File: config.mk
export PLATFORM = sky130hd
export DESIGN_NAME = balance_bcd_converter
export DESIGN_NICKNAME = d
export VERILOG_FILES = /design/src/rtl/balance_bcd_converter.sv
export SDC_FILE = /design/constraint.sdc
export NUM_CORES = 1
export LEC_CHECK = 0
export CAP_MARGIN = 20
export CORE_ASPECT_RATIO = 0.9
export CORE_MARGIN = 2
export CORE_UTILIZATION = 55
export CTS_CLUSTER_DIAMETER = 30
export DETAILED_ROUTE_END_ITERATION = 8
export PLACE_DENSITY = 0.8
export SYNTH_ARGS = -nofsm -noshare
export SYNTH_HDL_FRONTEND = slang
export SYNTH_SLANG_ARGS = --single-unit
File: constraint.sdc
create_clock -name clk -period 6.34 [get_ports clk]
set_clock_uncertainty 0.2 [all_clocks]
set_input_delay 1.268 -clock clk [delete_from_list [all_inputs] [get_ports clk]]
set_output_delay 1.268 -clock clk [all_outputs]
set_load 0.1 [all_outputs]
File: src/rtl/balance_bcd_converter.sv
// Sequential binary-to-BCD converter using shift-and-add-3 (double dabble),
// one input bit per clock. The input is latched when start is accepted, and
// bcd/digit_cnt only change on the single DONE cycle. Downstream logic
// therefore always sees a complete, stable result.
module balance_bcd_converter #(
    parameter int unsigned WIDTH  = 32,
    parameter int unsigned DIGITS = 10
) (
    input  logic                  clk,
    input  logic                  rst,
    input  logic [WIDTH-1:0]      balance,
    input  logic                  start,
    output logic                  ready,
    output logic                  valid,
    output logic [4*DIGITS-1:0]   bcd,
    output logic [3:0]            digit_cnt
);

    // DIGITS decimal digits hold about DIGITS*3.33 bits of binary range.
    if (DIGITS * 333 < WIDTH * 100) begin : g_digits_check
        $error("balance_bcd_converter: DIGITS too small for WIDTH");
    end

    localparam int unsigned CntW = $clog2(WIDTH + 1);

    typedef enum logic [1:0] {
        StIdle,
        StConv,
        StDone
    } state_e;

    state_e                state_q, state_d;
    logic [WIDTH-1:0]      shift_q, shift_d;
    logic [4*DIGITS-1:0]   scratch_q, scratch_d;
    logic [CntW-1:0]       cnt_q, cnt_d;
    logic [4*DIGITS-1:0]   bcd_q, bcd_d;
    logic [3:0]            digit_cnt_q, digit_cnt_d;
    logic                  valid_q, valid_d;
    logic                  ready_q, ready_d;

    logic [4*DIGITS-1:0]   scratch_adj;
    logic [3:0]            top_cnt;

    // Add-3 correction: any digit of 5 or more would become 10 or more after
    // the shift, so it is pre-biased and the carry lands in the next digit.
    always_comb begin
        scratch_adj = scratch_q;
        for (int i = 0; i < int'(DIGITS); i++) begin
            if (scratch_q[4*i +: 4] >= 4'd5) begin
                scratch_adj[4*i +: 4] = scratch_q[4*i +: 4] + 4'd3;
            end
        end
    end

    // Significant-digit count: position of the highest nonzero digit plus one.
    // A value of zero still reports one digit.
    always_comb begin
        top_cnt = 4'd1;
        for (int i = 0; i < int'(DIGITS); i++) begin
            if (scratch_q[4*i +: 4] != 4'd0) begin
                top_cnt = 4'(i + 1);
            end
        end
    end

    // Next-state logic for the IDLE -> CONV -> DONE -> IDLE sequence.
    always_comb begin
        state_d     = state_q;
        shift_d     = shift_q;
        scratch_d   = scratch_q;
        cnt_d       = cnt_q;
        bcd_d       = bcd_q;
        digit_cnt_d = digit_cnt_q;
        valid_d     = 1'b0;

        unique case (state_q)
            StIdle: begin
                if (start) begin
                    shift_d   = balance;
                    scratch_d = '0;
                    cnt_d     = CntW'(WIDTH);
                    state_d   = StConv;
                end
            end
            StConv: begin
                // Adjust and shift happen together: {scratch, shift} << 1
                scratch_d = {scratch_adj[4*DIGITS-2:0], shift_q[WIDTH-1]};
                shift_d   = {shift_q[WIDTH-2:0], 1'b0};
                cnt_d     = cnt_q - CntW'(1);
                if (cnt_q == CntW'(1)) begin
                    state_d = StDone;
                end
            end
            StDone: begin
                bcd_d       = scratch_q;
                digit_cnt_d = top_cnt;
                valid_d     = 1'b1;
                state_d     = StIdle;
            end
            default: begin
                state_d = StIdle;
            end
        endcase

        ready_d = (state_d == StIdle);
    end

    // State and registered outputs; reset aborts any conversion in flight.
    always_ff @(posedge clk or posedge rst) begin
        if (rst) begin
            state_q     <= StIdle;
            shift_q     <= '0;
            scratch_q   <= '0;
            cnt_q       <= '0;
            bcd_q       <= '0;
            digit_cnt_q <= 4'd1;
            valid_q     <= 1'b0;
            ready_q     <= 1'b1;
        end else begin
            state_q     <= state_d;
            shift_q     <= shift_d;
            scratch_q   <= scratch_d;
            cnt_q       <= cnt_d;
            bcd_q       <= bcd_d;
            digit_cnt_q <= digit_cnt_d;
            valid_q     <= valid_d;
            ready_q     <= ready_d;
        end
    end

    assign ready     = ready_q;
    assign valid     = valid_q;
    assign bcd       = bcd_q;
    assign digit_cnt = digit_cnt_q;

endmodule
Word-level counts from Yosys, hierarchy flattened
Cells that the tools add are included.
{"block": "word_totals", "register_bits": 126, "latch_bits": 0, "mem_bits_rw": 0, "romBits": 0, "input_bits": 35, "output_inout_bits": 46, "word_cells": 75, "memories": 0}
{"block": "classes", "add_sub_neg": 11, "multipliers": 0, "div": 0, "order_cmp": 10, "n_eq_ne": 4, "shifts": 0, "muxes": 29, "bitwise_logic": 0, "reduce_logical": 13}
{"cell": "$pmux W40 S2", "count": 1}
{"cell": "$mux W4", "count": 17}
{"cell": "$pmux W32 S2", "count": 1}
{"cell": "$ge A4 B3 Y1 const B", "count": 10}
{"cell": "$mux W40", "count": 1}
{"cell": "$add A4 B2 Y4 const B", "count": 9}
{"cell": "$reduce_bool A4 Y1", "count": 9}
{"cell": "$mux W32", "count": 1}
{"cell": "$pmux W6 S2", "count": 1}
{"cell": "$eq A6 B1 Y1 const B", "count": 1}
{"cell": "$mux W2", "count": 3}
{"cell": "$mux W6", "count": 1}
{"cell": "$sub A6 B1 Y6 const B", "count": 1}
{"cell": "$logic_not A2 Y1", "count": 2}
{"cell": "$pmux W2 S2", "count": 1}
{"cell": "$add A3 B2 Y3 const B", "count": 1}
{"cell": "$mux W3", "count": 1}
{"cell": "$eq A2 B1 Y1 const B", "count": 1}
{"cell": "$eq A2 B2 Y1 const B", "count": 1}
{"cell": "$ne A2 B2 Y1 const B", "count": 1}
{"cell": "$reduce_and A2 Y1", "count": 1}
{"cell": "$reduce_bool A2 Y1", "count": 1}
{"cell": "$mux W1", "count": 1}

Depth between registers and ports, before layout
{"block": "logic_depth", "depth_word": 10, "depth_mapped": 7}

Least setup slack after synthesis
No wires, ideal clock.
{"block": "synth_timing", "kind": "register to output", "from": "register digit_cnt_q[1] (netlist: digit_cnt[1])", "to": "output digit_cnt[1]", "t_arrival_ns": 0.898, "required_ns": 4.872, "slack_ns": 3.974, "path_stages_with_launch": 1, "path_buffers": 0, "path_cell_list": "dfrtp_1"}
{"element": "start, declared", "line_no": "37", "text": "logic [3:0] digit_cnt_q, digit_cnt_d;"}
{"element": "start signal, assigned", "line_no": "125", "text": "digit_cnt_q <= digit_cnt_d;"}
{"element": "end, declared", "line_no": "16", "text": "output logic [3:0] digit_cnt"}
No word-level cell between the ends.

Worst setup path after layout
{"block": "layout_timing", "from": "register digit_cnt_q[0] (netlist: digit_cnt[0])", "to": "output digit_cnt[0]"}
No word-level cell between the ends.

==> key figures <==
Setup path
  • Critical path start-end classification: reg -> out
  • CP max FO: 2
  • Signal arrival time at the worst endpoint: 2.10 ns
  • Cell with the largest stage delay on the worst path: sky130_fd_sc_hd__clkdlybuf4s50_1
  • Required time of the critical path: 4.87 ns
  • Worst R2R Setup Slack: 3.81 ns
  • Number of buffer and inverter instances along the worst setup path: 1
  • FF-to-FF path depth: 6
  • Type of element capturing the critical path: output pin
  • CP delay by family, top: buffers and inverters
  • Kind of launch point of the worst setup path: flip-flop
  • Terminus of the critical flop-to-flop path: bcd[11]$_DFFE_PP0P_
  • Launch point of the worst reg-to-reg path: state_q[0]$_DFF_PP0_
  • Critical path cell sequence: clkdlybuf4s50_1
  • Crit path largest cell delay: 1.14 ns

Clocking
  • Clock Latency Late Sink: 0.41 ns
  • Number of sinks handled by clock tree synthesis: 126
  • Number of levels the H-tree was split into: 4
  • Clock tree root driver cell: sky130_fd_sc_hd__clkbuf_16
  • Clk buf depth: 2
  • Clock slew at the register clock pins of the worst setup and hold paths: 0.05 ns
  • Post-CTS setup repair buffer count: 0
  • Count of cells resized by post-cts repair: 0
  • Number of buffers inserted during clock tree synthesis: 17
  • TritonCTS clock tree: built
  • Total of hold buffers inserted after clock tree synthesis: 0

Yosys
  • Sequential cell area fraction in the yosys report: 0.5198
  • FF+latch count, synth: 126
  • Mean instance size in the synthesized netlist: 10.03 um2
  • Post-Syn Nets: 662
  • Mux cell area share after synthesis: 0.01834
  • Synth Area in Adders: 0.04534
  • Distinct cell type count after synthesis: 44
  • Synth Cell Area: 6071 um2
  • Dominant combinational cell family by area after synthesis: compound AO/OA/AOI/OAI gates
  • Share of the synthesized area in compound gates (AO/OA/AOI/OAI): 0.2065
  • Xor and xnor fraction of the mapped netlist area: 0.01731
  • Syn Inst Count: 605
  • Warning count from the yosys run: 0
  • Simple-gate share of the synthesized area: 0.1467

Die
  • Total I/O pin count: 81
  • Horizontal die dimension: 114.7 um
  • Die area: 11900 um2
  • Row cnt: 36
  • Effective utilization at floorplan: 0.5616
  • Overall die height: 103.7 um
  • Placeable Area: 10810 um2

Drt
  • Overall via count from detail_route: 4808
  • Wire per inst: 16.29 um
  • Via-to-Cell Ratio: 5.856
  • Drt total wl: 13.38 mm
  • Remaining antenna violation count after routing: 0
  • Number of DRC violations after detailed routing: 0
  • First-pass DRT Iterations: 5
  • Iteration-0 DRC count of the detailed router: 449

Timing
  • Setup TNS: 0 ns
  • Worst Hold Slack: 0.2728 ns
  • Time the final worst path needs with I/O delays and setup: 3.570 ns
  • Final-report max-slew violation count: 0
  • Relative slew slack: 0.3412
  • Final clock period utilization by the worst path: 0.5631
  • Maximum achievable frequency: 0.2801 GHz
  • Transition time of the tightest slew-check pin: 0.9851 ns
  • Final hold violation count: 0
  • Final number of setup-violating endpoints: 0
  • Setup repair after global routing missed its margin: no

Job
  • Max Cap Viol: 0

Final layout
  • Share of final-layout standard cells stronger than drive strength 1: 0.07122
  • Relative area change from synthesis to final layout: 24.18%
  • ANT cells: 0
  • Net count reported at finish: 733

Place
  • Total half-perimeter wirelength after legalization and detailed placement: 8.284 mm
  • Placer congestion estimate: 0.7608
  • I/O Buffers: 80

Status
  • Result of the run: complete, no violations

Global route
  • Total Routing Usage GR: 0.2351
  • Total global routing overflow: 0
  • Number of global-route vias before repair: 4612
  • First-pass GRT wire length: 22.25 mm
  • Antenna violations before repair: 0
  • Pin count of the biggest net entering global routing: 67

Worst hold path
  • Worst min-delay path class: reg -> reg
  • Hold path depth: 2
  • Endpoint, Worst Hold: bcd[18]$_DFFE_PP0P_
  • Critical hold path startpoint: bcd[18]$_DFFE_PP0P_

Power and ir drop
  • VDD IR max: 293.3 uV
  • Power Density: 579.0 nW/um2
  • Static power due to leakage: 3.389 nW
-- worst reg2reg max path, cell delays in order (launching register included) --
cell	delay, ns
sky130_fd_sc_hd__dfrtp_1	0.36
sky130_fd_sc_hd__buf_4	0.25
sky130_fd_sc_hd__nand2b_2	0.47
sky130_fd_sc_hd__buf_12	0.30
sky130_fd_sc_hd__inv_1	0.62
sky130_fd_sc_hd__nand2_1	0.18
sky130_fd_sc_hd__nand2_1	0.09
-- layer usage --
metal,GRT usage,share of wire
met1,0.3237,0.45
met2,0.3643,0.49
met3,0.06378,0.045
met4,0.07487,0.0099
met5,0,0
-- Yosys cell counts (all sizes together) --
cell	number	area share
nor4b	1	0.0039
inv	25	0.015
a32o	10	0.016
dfrtp	124	0.51
o31ai	10	0.012
or4	1	0.0012
dfstp	2	0.0087
o21a	1	0.0012
nand4b	1	0.0014
a22o	10	0.014
a21oi	50	0.041
o32ai	1	0.0014
and3b	3	0.0043
a211oi	2	0.0033
nand3b	2	0.0025
o211ai	1	0.0012
nor3b	13	0.016
nor2	3	0.0019
o21ba	1	0.0016
nand4	1	0.0010
clkbuf	13	0.0080
ha	22	0.045
and2	1	0.0010
or3b	5	0.0072
nand2b	14	0.016
xnor2	10	0.014
mux2i	10	0.016
nor3	3	0.0025
xor2	2	0.0029
mux2	1	0.0019
buf	23	0.022
a22oi	29	0.036
nor2b	31	0.032
nand2	90	0.056
o22ai	19	0.020
o21ai	70	0.058
-- worst max path at each step --
| stage | slack (ns) | cells after the start | from | to |
|---|---|---|---|---|
| after detailed placement | 2.67 | 5 | start | shift_q[14]$_DFFE_PP0P_ |
| after global routing | 2.72 | 1 | digit_cnt[0]$_DFFE_PP1P_ | digit_cnt[0] |
| after global placement | 2.75 | 5 | start | shift_q[14]$_DFFE_PP0P_ |
| after CTS | 2.75 | 1 | digit_cnt[0]$_DFFE_PP1P_ | digit_cnt[0] |
| after floorplan | 1.52 | 1 | rst | bcd[0]$_DFFE_PP0P_ |
| final | 2.77 | 1 | digit_cnt[0]$_DFFE_PP1P_ | digit_cnt[0] |
-- power breakdown --
part	switching (W)	internal (W)	total (W)
sequential	0.000248	0.00112	0.00136
clock	0.000327	0.000606	0.000932
combinational	0.00135	0.000720	0.00207
total	0.00192	0.00244	0.00436
-- stage by stage --
| step | utilization | std cells | instance area, um2 | setup slack (ns) | power (W) |
|---|---|---|---|---|---|
| global placement | 0.6385 | 787 | 6903 | 2.753 | 0.003303 |
| finish | 0.6973 | 821 | 7538 | 2.770 | 0.004365 |
| CTS | 0.6922 | 818 | 7483 | 2.753 | 0.004348 |
| detailed placement | 0.6385 | 787 | 6903 | 2.669 | 0.003395 |
| global route | 0.6973 | 821 | 7538 | 2.724 | 0.004638 |
| floorplan | - | 605 | 6071 | 1.519 | 0.002950 |
-- placed cells by master, fill, tap and decap left out, drive strengths merged, types with 2 or more instances in the layout --
cell type | netlist | final
nor2b | 31 | 31
nor3 | 3 | 3
a22o | 10 | 10
nand3b | 2 | 2
ha | 22 | 22
clkdlybuf4s50 | 0 | 80
nand2b | 14 | 14
mux2i | 10 | 10
xor2 | 2 | 2
a32o | 10 | 10
xnor2 | 10 | 10
and3b | 3 | 3
dfrtp | 124 | 124
a21oi | 50 | 50
nor2 | 3 | 3
clkinv | 0 | 5
a211oi | 2 | 2
nor3b | 13 | 13
nand2 | 90 | 90
o31ai | 10 | 10
inv | 25 | 25
o21ai | 70 | 70
a22oi | 29 | 29
dfstp | 2 | 2
clkbuf | 13 | 25
buf | 23 | 8
o22ai | 19 | 19
or3b | 5 | 5
-- state kept, by name, summed over array words and instances, names as in the netlist --
| register | flops |
|---|---|
| bcd | 40 |
| shift_q | 32 |
| scratch_q | 40 |
| ready | 1 |
| cnt_q | 6 |
| state_q | 2 |
| valid | 1 |
| digit_cnt | 4 |
-- logic make-up after synthesis --
family,Yosys count
buffers and inverters,61
DFF,126
and+or+nand+nor,169
muxes,11
adders and majority gates,22
xor gates and xnor gates,12
AOI/OAI and AO/OA,204
-- final cells by class --
type | instances | area [um2]
Clock buffer | 25 | 525.5
Multi-Input combinational cell | 418 | 2646
Fill cell | 828 | 3272
Inverter | 25 | 96.34
Tap cell | 133 | 166.4
Clock inverter | 6 | 55.05
Sequential cell | 126 | 3156
Timing Repair Buffer | 88 | 893.4
(Power assumes the default switching activity.)
